## config.mk

```make
export PLATFORM = sky130hd
export DESIGN_NAME = kv_bucket_engine_flat
export DESIGN_NICKNAME = d
export VERILOG_FILES = /design/src/rtl/kv_pkg.sv /design/src/rtl/kv_bucket_engine_if.sv /design/src/rtl/kv_hash_fold.sv /design/src/rtl/kv_bucket_engine.sv /design/src/flat_wrapper.sv
export SDC_FILE = /design/constraint.sdc
export NUM_CORES = 1
export LEC_CHECK = 0
export ABC_AREA = 1
export CELL_PAD_IN_SITES_DETAIL_PLACEMENT = 1
export CELL_PAD_IN_SITES_GLOBAL_PLACEMENT = 2
export CORE_ASPECT_RATIO = 1.75
export CORE_MARGIN = 2
export CORE_UTILIZATION = 25
export DETAILED_ROUTE_END_ITERATION = 16
export HOLD_SLACK_MARGIN = 0.03
export PLACE_DENSITY = 0.91
export SYNTH_ARGS = -nofsm -noshare
export SYNTH_HDL_FRONTEND = slang
export SYNTH_SLANG_ARGS = --single-unit
```

## constraint.sdc

```tcl
create_clock -name clk -period 3.5 [get_ports clk]
set_input_delay 0.7 -clock clk [delete_from_list [all_inputs] [get_ports clk]]
set_output_delay 0.7 -clock clk [all_outputs]
set_load 0.01 [all_outputs]
```

## src/rtl/kv_pkg.sv

```systemverilog
// rtl/kv_pkg.sv - shared op/status/state codes and entry layout for the bucket engine
package kv_pkg;

  typedef enum logic [1:0] {
    OP_LOOKUP = 2'd0,
    OP_INSERT = 2'd1,
    OP_DELETE = 2'd2,
    OP_RSVD   = 2'd3
  } kv_op_e;

  typedef enum logic [2:0] {
    ST_HIT      = 3'd0,
    ST_MISS     = 3'd1,
    ST_INSERTED = 3'd2,
    ST_UPDATED  = 3'd3,
    ST_FULL     = 3'd4,
    ST_DELETED  = 3'd5
  } kv_status_e;

  typedef enum logic [2:0] {
    S_IDLE,
    S_RD,
    S_WAIT,
    S_WR,
    S_RESP
  } kv_state_e;

  // Entry layout MSB->LSB: {valid, ts, key, val}
  function automatic int kv_entry_w(int ts_w, int key_len, int val_len);
    return 1 + ts_w + key_len + val_len;
  endfunction

  function automatic int kv_key_off(int val_len);
    return val_len;
  endfunction

  function automatic int kv_ts_off(int key_len, int val_len);
    return key_len + val_len;
  endfunction

  function automatic int kv_vld_off(int ts_w, int key_len, int val_len);
    return ts_w + key_len + val_len;
  endfunction

endpackage

```

## src/rtl/kv_bucket_engine_if.sv

```systemverilog
// rtl/kv_bucket_engine_if.sv - request/response and DRAM command bundle of the bucket engine
interface kv_bucket_engine_if
  import kv_pkg::*;
#(
  parameter int KEY_LEN  = 80,
  parameter int VAL_LEN  = 32,
  parameter int TS_W     = 16,
  parameter int RAM_ADDR = 22
) ();
  localparam int ENTRY_W = kv_entry_w(TS_W, KEY_LEN, VAL_LEN);

  logic [TS_W-1:0]     cur_time;
  logic                req_valid;
  logic                req_ready;
  logic [1:0]          req_op;
  logic [KEY_LEN-1:0]  req_key;
  logic [VAL_LEN-1:0]  req_val;
  logic                rsp_valid;
  logic                rsp_ready;
  logic [2:0]          rsp_status;
  logic [VAL_LEN-1:0]  rsp_val;
  logic [RAM_ADDR-1:0] mem_addr;
  logic                mem_rd_en;
  logic [ENTRY_W-1:0]  mem_rd_dout;
  logic                mem_rd_valid;
  logic                mem_wr_en;
  logic [ENTRY_W-1:0]  mem_wr_din;

  modport master (
    output cur_time, req_valid, req_op, req_key, req_val, rsp_ready, mem_rd_dout, mem_rd_valid,
    input  req_ready, rsp_valid, rsp_status, rsp_val, mem_addr, mem_rd_en, mem_wr_en, mem_wr_din
  );

  modport slave (
    input  cur_time, req_valid, req_op, req_key, req_val, rsp_ready, mem_rd_dout, mem_rd_valid,
    output req_ready, rsp_valid, rsp_status, rsp_val, mem_addr, mem_rd_en, mem_wr_en, mem_wr_din
  );
endinterface

```

## src/rtl/kv_hash_fold.sv

```systemverilog
// rtl/kv_hash_fold.sv - XOR fold of a key into a bucket index, key zero-padded at the MSB
module kv_hash_fold #(
  parameter int KEY_LEN    = 80,
  parameter int TABLE_BITS = 10
) (
  input  logic [KEY_LEN-1:0]    key,
  output logic [TABLE_BITS-1:0] index
);
  localparam int NCH = (KEY_LEN + TABLE_BITS - 1) / TABLE_BITS;
  localparam int PW  = NCH * TABLE_BITS;

  logic [PW-1:0] padded;

  always_comb begin
    padded = PW'(key);
    index  = '0;
    for (int i = 0; i < NCH; i++) begin
      index = index ^ padded[i*TABLE_BITS +: TABLE_BITS];
    end
  end
endmodule

```

## src/rtl/kv_bucket_engine.sv

```systemverilog
// rtl/kv_bucket_engine.sv - N-way hash bucket walker with TTL expiry, update-in-place and delete
module kv_bucket_engine
  import kv_pkg::*;
#(
  parameter int KEY_LEN    = 80,
  parameter int VAL_LEN    = 32,
  parameter int TS_W       = 16,
  parameter int WAYS       = 4,
  parameter int TABLE_BITS = 10,
  parameter int RAM_ADDR   = 22,
  parameter int BASE_ADDR  = 0,
  parameter int TTL        = 1000
) (
  input logic              clk,
  input logic              rst,
  kv_bucket_engine_if.slave bus
);
  localparam int ENTRY_W = kv_entry_w(TS_W, KEY_LEN, VAL_LEN);
  localparam int VLD_BIT = kv_vld_off(TS_W, KEY_LEN, VAL_LEN);
  localparam int TS_LSB  = kv_ts_off(KEY_LEN, VAL_LEN);
  localparam int KEY_LSB = kv_key_off(VAL_LEN);
  localparam int WAY_W   = (WAYS > 1) ? $clog2(WAYS) : 1;
  localparam int WAY_SH  = $clog2(WAYS);
  localparam logic [WAY_W-1:0] LAST_WAY = WAY_W'(WAYS - 1);
  localparam logic [31:0]      TTL_U    = 32'(TTL);

  kv_state_e           state_q, state_d;
  kv_op_e              op_q, op_d;
  kv_status_e          status_q, status_d;
  logic [KEY_LEN-1:0]  key_q, key_d;
  logic [VAL_LEN-1:0]  val_q, val_d;
  logic [TS_W-1:0]     time_q, time_d;
  logic [WAY_W-1:0]    way_q, way_d;
  logic                free_vld_q, free_vld_d;
  logic [WAY_W-1:0]    free_way_q, free_way_d;
  logic [WAY_W-1:0]    wr_way_q, wr_way_d;
  logic [ENTRY_W-1:0]  wr_data_q, wr_data_d;
  logic [VAL_LEN-1:0]  rsp_val_q, rsp_val_d;

  logic [TABLE_BITS-1:0] idx;
  logic                  e_vld, e_exp, e_free, e_match;
  logic [TS_W-1:0]       e_ts, age;
  logic [KEY_LEN-1:0]    e_key;
  logic [VAL_LEN-1:0]    e_val;
  logic [ENTRY_W-1:0]    new_entry;
  logic [WAY_W-1:0]      sel_way;
  logic [RAM_ADDR-1:0]   way_addr;

  kv_hash_fold #(.KEY_LEN(KEY_LEN), .TABLE_BITS(TABLE_BITS)) u_hash (
    .key   (key_q),
    .index (idx)
  );

  // Ages are taken against the time latched at accept so one request sees a consistent clock
  always_comb begin
    e_vld     = bus.mem_rd_dout[VLD_BIT];
    e_ts      = bus.mem_rd_dout[TS_LSB +: TS_W];
    e_key     = bus.mem_rd_dout[KEY_LSB +: KEY_LEN];
    e_val     = bus.mem_rd_dout[VAL_LEN-1:0];
    age       = time_q - e_ts;
    e_exp     = e_vld && (TTL_U != 32'd0) && (32'(age) >= TTL_U);
    e_free    = !e_vld || e_exp;
    e_match   = e_vld && !e_exp && (e_key == key_q);
    new_entry = {1'b1, time_q, key_q, val_q};
    sel_way   = (state_q == S_WR) ? wr_way_q : way_q;
    way_addr  = RAM_ADDR'(BASE_ADDR) + (RAM_ADDR'(idx) << WAY_SH) + RAM_ADDR'(sel_way);
  end

  always_comb begin
    state_d    = state_q;
    op_d       = op_q;
    status_d   = status_q;
    key_d      = key_q;
    val_d      = val_q;
    time_d     = time_q;
    way_d      = way_q;
    free_vld_d = free_vld_q;
    free_way_d = free_way_q;
    wr_way_d   = wr_way_q;
    wr_data_d  = wr_data_q;
    rsp_val_d  = rsp_val_q;

    case (state_q)
      S_IDLE: begin
        if (bus.req_valid) begin
          op_d       = (bus.req_op == OP_RSVD) ? OP_LOOKUP : kv_op_e'(bus.req_op);
          key_d      = bus.req_key;
          val_d      = bus.req_val;
          time_d     = bus.cur_time;
          way_d      = '0;
          free_vld_d = 1'b0;
          free_way_d = '0;
          state_d    = S_RD;
        end
      end
      S_RD: state_d = S_WAIT;
      S_WAIT: begin
        if (bus.mem_rd_valid) begin
          if (e_match) begin
            rsp_val_d = e_val;
            case (op_q)
              OP_INSERT: begin
                wr_data_d = new_entry;
                wr_way_d  = way_q;
                status_d  = ST_UPDATED;
                state_d   = S_WR;
              end
              OP_DELETE: begin
                wr_data_d = {1'b0, bus.mem_rd_dout[ENTRY_W-2:0]};
                wr_way_d  = way_q;
                status_d  = ST_DELETED;
                state_d   = S_WR;
              end
              default: begin
                status_d = ST_HIT;
                state_d  = S_RESP;
              end
            endcase
          end else begin
            if (e_free && !free_vld_q) begin
              free_vld_d = 1'b1;
              free_way_d = way_q;
            end
            if (way_q != LAST_WAY) begin
              way_d   = way_q + WAY_W'(1);
              state_d = S_RD;
            end else begin
              rsp_val_d = '0;
              // free_vld_q lags by one read, so the last way's own free flag is folded in here
              if (op_q == OP_INSERT && (free_vld_q || e_free)) begin
                wr_data_d = new_entry;
                wr_way_d  = free_vld_q ? free_way_q : way_q;
                status_d  = ST_INSERTED;
                state_d   = S_WR;
              end else begin
                status_d = (op_q == OP_INSERT) ? ST_FULL : ST_MISS;
                state_d  = S_RESP;
              end
            end
          end
        end
      end
      S_WR: state_d = S_RESP;
      S_RESP: begin
        if (bus.rsp_ready) state_d = S_IDLE;
      end
      default: state_d = S_IDLE;
    endcase
  end

  always_ff @(posedge clk) begin
    if (rst) begin
      state_q    <= S_IDLE;
      op_q       <= OP_LOOKUP;
      status_q   <= ST_HIT;
      key_q      <= '0;
      val_q      <= '0;
      time_q     <= '0;
      way_q      <= '0;
      free_vld_q <= 1'b0;
      free_way_q <= '0;
      wr_way_q   <= '0;
      wr_data_q  <= '0;
      rsp_val_q  <= '0;
    end else begin
      state_q    <= state_d;
      op_q       <= op_d;
      status_q   <= status_d;
      key_q      <= key_d;
      val_q      <= val_d;
      time_q     <= time_d;
      way_q      <= way_d;
      free_vld_q <= free_vld_d;
      free_way_q <= free_way_d;
      wr_way_q   <= wr_way_d;
      wr_data_q  <= wr_data_d;
      rsp_val_q  <= rsp_val_d;
    end
  end

  assign bus.req_ready  = (state_q == S_IDLE) && !rst;
  assign bus.mem_rd_en  = (state_q == S_RD);
  assign bus.mem_wr_en  = (state_q == S_WR);
  assign bus.mem_addr   = (state_q == S_RD || state_q == S_WR) ? way_addr : '0;
  assign bus.mem_wr_din = (state_q == S_WR) ? wr_data_q : '0;
  assign bus.rsp_valid  = (state_q == S_RESP);
  assign bus.rsp_status = (state_q == S_RESP) ? status_q : 3'd0;
  assign bus.rsp_val    = (state_q == S_RESP) ? rsp_val_q : '0;
endmodule

```

## src/flat_wrapper.sv

```systemverilog
// flat-port wrapper written by rule: the top's interface ports become plain ports
module kv_bucket_engine_flat import kv_pkg::*;
#(
  parameter int KEY_LEN    = 80,
  parameter int VAL_LEN    = 32,
  parameter int TS_W       = 16,
  parameter int WAYS       = 4,
  parameter int TABLE_BITS = 10,
  parameter int RAM_ADDR   = 22,
  parameter int BASE_ADDR  = 0,
  parameter int TTL        = 1000
)
  (clk, rst, bus_cur_time, bus_req_valid, bus_req_op, bus_req_key, bus_req_val, bus_rsp_ready, bus_mem_rd_dout, bus_mem_rd_valid, bus_req_ready, bus_rsp_valid, bus_rsp_status, bus_rsp_val, bus_mem_addr, bus_mem_rd_en, bus_mem_wr_en, bus_mem_wr_din);
  kv_bucket_engine_if #(.KEY_LEN(KEY_LEN), .VAL_LEN(VAL_LEN), .TS_W(TS_W), .RAM_ADDR(RAM_ADDR)) bus_i ();
  input logic clk;
  input logic rst;
  input wire logic [$bits(bus_i.cur_time)-1:0] bus_cur_time;
  input wire logic [$bits(bus_i.req_valid)-1:0] bus_req_valid;
  input wire logic [$bits(bus_i.req_op)-1:0] bus_req_op;
  input wire logic [$bits(bus_i.req_key)-1:0] bus_req_key;
  input wire logic [$bits(bus_i.req_val)-1:0] bus_req_val;
  input wire logic [$bits(bus_i.rsp_ready)-1:0] bus_rsp_ready;
  input wire logic [$bits(bus_i.mem_rd_dout)-1:0] bus_mem_rd_dout;
  input wire logic [$bits(bus_i.mem_rd_valid)-1:0] bus_mem_rd_valid;
  output wire logic [$bits(bus_i.req_ready)-1:0] bus_req_ready;
  output wire logic [$bits(bus_i.rsp_valid)-1:0] bus_rsp_valid;
  output wire logic [$bits(bus_i.rsp_status)-1:0] bus_rsp_status;
  output wire logic [$bits(bus_i.rsp_val)-1:0] bus_rsp_val;
  output wire logic [$bits(bus_i.mem_addr)-1:0] bus_mem_addr;
  output wire logic [$bits(bus_i.mem_rd_en)-1:0] bus_mem_rd_en;
  output wire logic [$bits(bus_i.mem_wr_en)-1:0] bus_mem_wr_en;
  output wire logic [$bits(bus_i.mem_wr_din)-1:0] bus_mem_wr_din;
  assign bus_i.cur_time = bus_cur_time;
  assign bus_i.req_valid = bus_req_valid;
  assign bus_i.req_op = bus_req_op;
  assign bus_i.req_key = bus_req_key;
  assign bus_i.req_val = bus_req_val;
  assign bus_i.rsp_ready = bus_rsp_ready;
  assign bus_i.mem_rd_dout = bus_mem_rd_dout;
  assign bus_i.mem_rd_valid = bus_mem_rd_valid;
  assign bus_req_ready = bus_i.req_ready;
  assign bus_rsp_valid = bus_i.rsp_valid;
  assign bus_rsp_status = bus_i.rsp_status;
  assign bus_rsp_val = bus_i.rsp_val;
  assign bus_mem_addr = bus_i.mem_addr;
  assign bus_mem_rd_en = bus_i.mem_rd_en;
  assign bus_mem_wr_en = bus_i.mem_wr_en;
  assign bus_mem_wr_din = bus_i.mem_wr_din;
  kv_bucket_engine #(.KEY_LEN(KEY_LEN), .VAL_LEN(VAL_LEN), .TS_W(TS_W), .WAYS(WAYS), .TABLE_BITS(TABLE_BITS), .RAM_ADDR(RAM_ADDR), .BASE_ADDR(BASE_ADDR), .TTL(TTL)) u_core (.clk(clk), .rst(rst), .bus(bus_i));
endmodule
```

==> impl_metrics.yaml <==
run_status:
  status: "completed"
worst_setup_path:
  reg2reg_to: "u_core.wr_data_q[55]$_SDFFE_PP0P_"
  arrival_ps: 2700
  critPathCaptureType: "output port"
  path_buf_inv: 1
  criticalPathCategory: "reg -> out"
  critPathMaxStageDelay_ps: 580
  path_delay_family: "XOR/XNOR gates"
  required_ps: 2800
  reg2reg_from: "u_core.time_q[0]$_SDFFE_PP0P_"
  critPathSlowestCell: "dfxtp_1"
  critPathLaunchType: "register"
  rrSetupSlack_ps: 470
  r2r_cells: 20
  cp_max_fo: 4
  cp_cell_sequence: "xnor2_1 -> xor2_1 -> xnor2_1 -> xor2_1 -> nor2_1 -> nor3b_1 -> buf_12"
logic_synthesis:
  async_flop_share: 0
  synth_top_cells_by_count: "nor2_1 (576), nand2_1 (560), dfxtp_1 (304)"
  ys_seq_area_frac: 0.381
  ys_seq_elements: 304
  syn_area_per_cell_sq_um: 6.42
  synthDominantCellAreaShare: 0.381
  ys_types: 36
  syn_area_sq_um: 16000
  synth-edff-count: 0
  yosys_most_used_dff: "dfxtp_1"
  yosys.cell_count.top_type: "nor2_1"
  yosys_warnings: 0
  netlist_instances: 2488
  synthTopCellsByArea: "dfxtp_1 (38%), nor2_1 (14%), nand2_1 (13%), inv_1 (7.0%), a21oi_1 (5.7%)"
  netlist.top_cell.by_area: "dfxtp_1"
floorplan:
  die_w_microns: 195
  core_area_sq_um: 63200
  dieArea_sq_um: 66000
  initial_core_util: 0.253
  ios: 454
  rows: 122
  die_h_microns: 338
global_routing:
  grt_max_degree: 132
  grt_usage: 0.211
  grt_first_pass_wirelength_mm: 106
  grt_pass1_vias: 17500
  antenna_found_initial: 20
  grt-ovfl-total: 0
drt:
  routed-via-count: 17100
  post_drt_via_cell_ratio: 4.52
  drt_iter0_drc: 585
  drc_errors: 0
  wl_per_cell_microns: 19.2
  ant_nets: 0
  wl_mm: 72.4
  firstDrtPassIters: 4
power:
  cellLeakagePower_nw: 10.1
  peakVddDrop_v: 0.000350
  power_density_nw_per_um2: 432
hold_path:
  holdPathEnd: "u_core.status_q[0]$_SDFFE_PP0P_"
  hold_class: "reg -> reg"
  hold_depth: 2
  hp-start: "u_core.status_q[0]$_SDFFE_PP0P_"
clock_tree:
  clk_pin_slew_worst_paths_ps: 60
  insertion_delay_ps: 560
  cts.htree.levels: 2
  tritoncts: "built"
  numCtsBuffers: 35
  cts.sinks: 304
  cts_root_buf: "clkbuf_16"
  clock_path_buffers: 3
timing:
  fin_crit_ps: 3400
  slew_headroom: 0.345
  worst_pin_slew_ps: 982
  hold_violations: 0
  timing.fmax_ghz: 0.294
  fin_skew_ps: 28.3
  slew_viol_final: 0
  fin_crit_sh: 0.972
  setup_viol: 0
  setup_tns_ps: 0
placement:
  gp_congestion: 0.876
  hpwlAfterDp_mm: 55.6
  port_buffers: 443
  placed_cells: 3701
cells_and_area:
  area_growth_pct: 46.0
  regArea_sq_um: 6090
  fin_util: 0.369
  nets: 3221
  final_cells: 3772
  fillCellCount: 7965
  multi_input_area_sq_um: 8320
  drive_gt1_frac: 0.0797
run:
  cap_viol_max_count: 0
routing by layer:
layer,GRT usage,wire (microns),up-vias
li1,-,-,8454
met1,0.225,27800,8044
met2,0.398,37300,422
met3,0.0537,4750,110
met4,0.0754,2460,22
met5,0,123,-
power by group:
group          switching [mW]  total (mW)  internal, mW
Sequential              0.190        3.81          3.62
Combinational            1.27        2.24         0.970
Clock                    1.65        4.01          2.36
flip-flops by register name (all words and copies together), names as in the netlist:
name               flops
u_core.wr_data_q     129
u_core.key_q          80
u_core.rsp_val_q      32
u_core.val_q          32
u_core.time_q         16
u_core.state_q         3
u_core.status_q        3
u_core.free_way_q      2
u_core.op_q            2
u_core.way_q           2
u_core.wr_way_q        2
u_core.free_vld_q      1
worst register-to-register path, cell delays in order, from the launching register on:
cell and delay (ps):
dfxtp_1 300, inv_1 60, ha_2 190, fa_1 380, inv_2 80, nand3_1 80, nand3_2 100, nand3_1 100
nand4_1 90, nand2_1 80, nor2_2 100, nand2_1 90, nor2_4 180, nand3_4 120, nand2_1 110, nand4_1 100
buf_6 160, buf_8 140, buf_16 180, nor2_1 210, nor2_1 70
worst max path at each step:
stage                                    endpoint                     startpoint  cells past startpoint  slack, ps
2_1_floorplan  u_core.wr_data_q[100]$_SDFFE_PP0P_           bus_mem_rd_dout[112]                     18        470
3_3_place_gp    u_core.wr_data_q[55]$_SDFFE_PP0P_           bus_mem_rd_dout[112]                     18       -630
3_5_place_dp    u_core.wr_data_q[56]$_SDFFE_PP0P_           bus_mem_rd_dout[112]                     19       -660
4_1_cts                          bus_mem_addr[10]  u_core.key_q[18]$_SDFFE_PP0P_                      6         10
5_1_grt         u_core.wr_data_q[76]$_SDFFE_PP0P_           bus_mem_rd_dout[120]                     24        -30
6_report                          bus_mem_addr[6]  u_core.key_q[34]$_SDFFE_PP0P_                      7        100
cells in the final DEF (no fill, tap or decap), types with 39 or more instances in the layout:
cell type,instances
a21oi_1,178
buf_4,85
clkbuf_16,39
clkdlybuf4s50_1,429
dfxtp_1,302
inv_1,294
nand2_1,554
nand3_1,130
nor2_1,562
o21ai_0,74
xnor2_1,57
xor2_1,59
layout make-up:
cell class / instances / area share
inverters: 302 / 0.0494
clock buffers: 49 / 0.0442
repair buffers: 548 / 0.237
clock inverters: 13 / 0.00805
multi-input cells: 1746 / 0.357
diodes: 4 / 0.000429
flip-flops and latches: 304 / 0.261
well taps: 806 / 0.0433
kinds of logic after synthesis:
kind of cell	count (synthesis)	synth area share
other	1	0.000235
and+or+nand+nor	1322	0.330
adders and majority gates	20	0.0161
buffers and inverters	447	0.117
AOI/OAI and AO/OA	267	0.0851
DFF	304	0.381
xor gates and xnor gates	127	0.0696
metrics by stage:
step / power [mW] / setup slack, ps / area [sq um] / hold WS, ps
final: 10.1 / 98.1 / 23300 / 452
after global routing: 10.5 / -31.1 / 23300 / 480
after CTS: 10.2 / 9.54 / 23000 / 460
after detailed placement: 6.07 / -663 / 21700 / 450
after global placement: 6.05 / -627 / 21700 / 447
after floorplan: 4.95 / 467 / 16000 / 430
repair_timing:
action                     in CTS  in global routing
setup endpoints to repair      56                168
gates resized for setup        25                 45
gates cloned                    0                  3
setup buffers                   1                  1
hold buffers                    0                  0
pin swaps                       2                  6
Power figures use the tool's default switching activity.
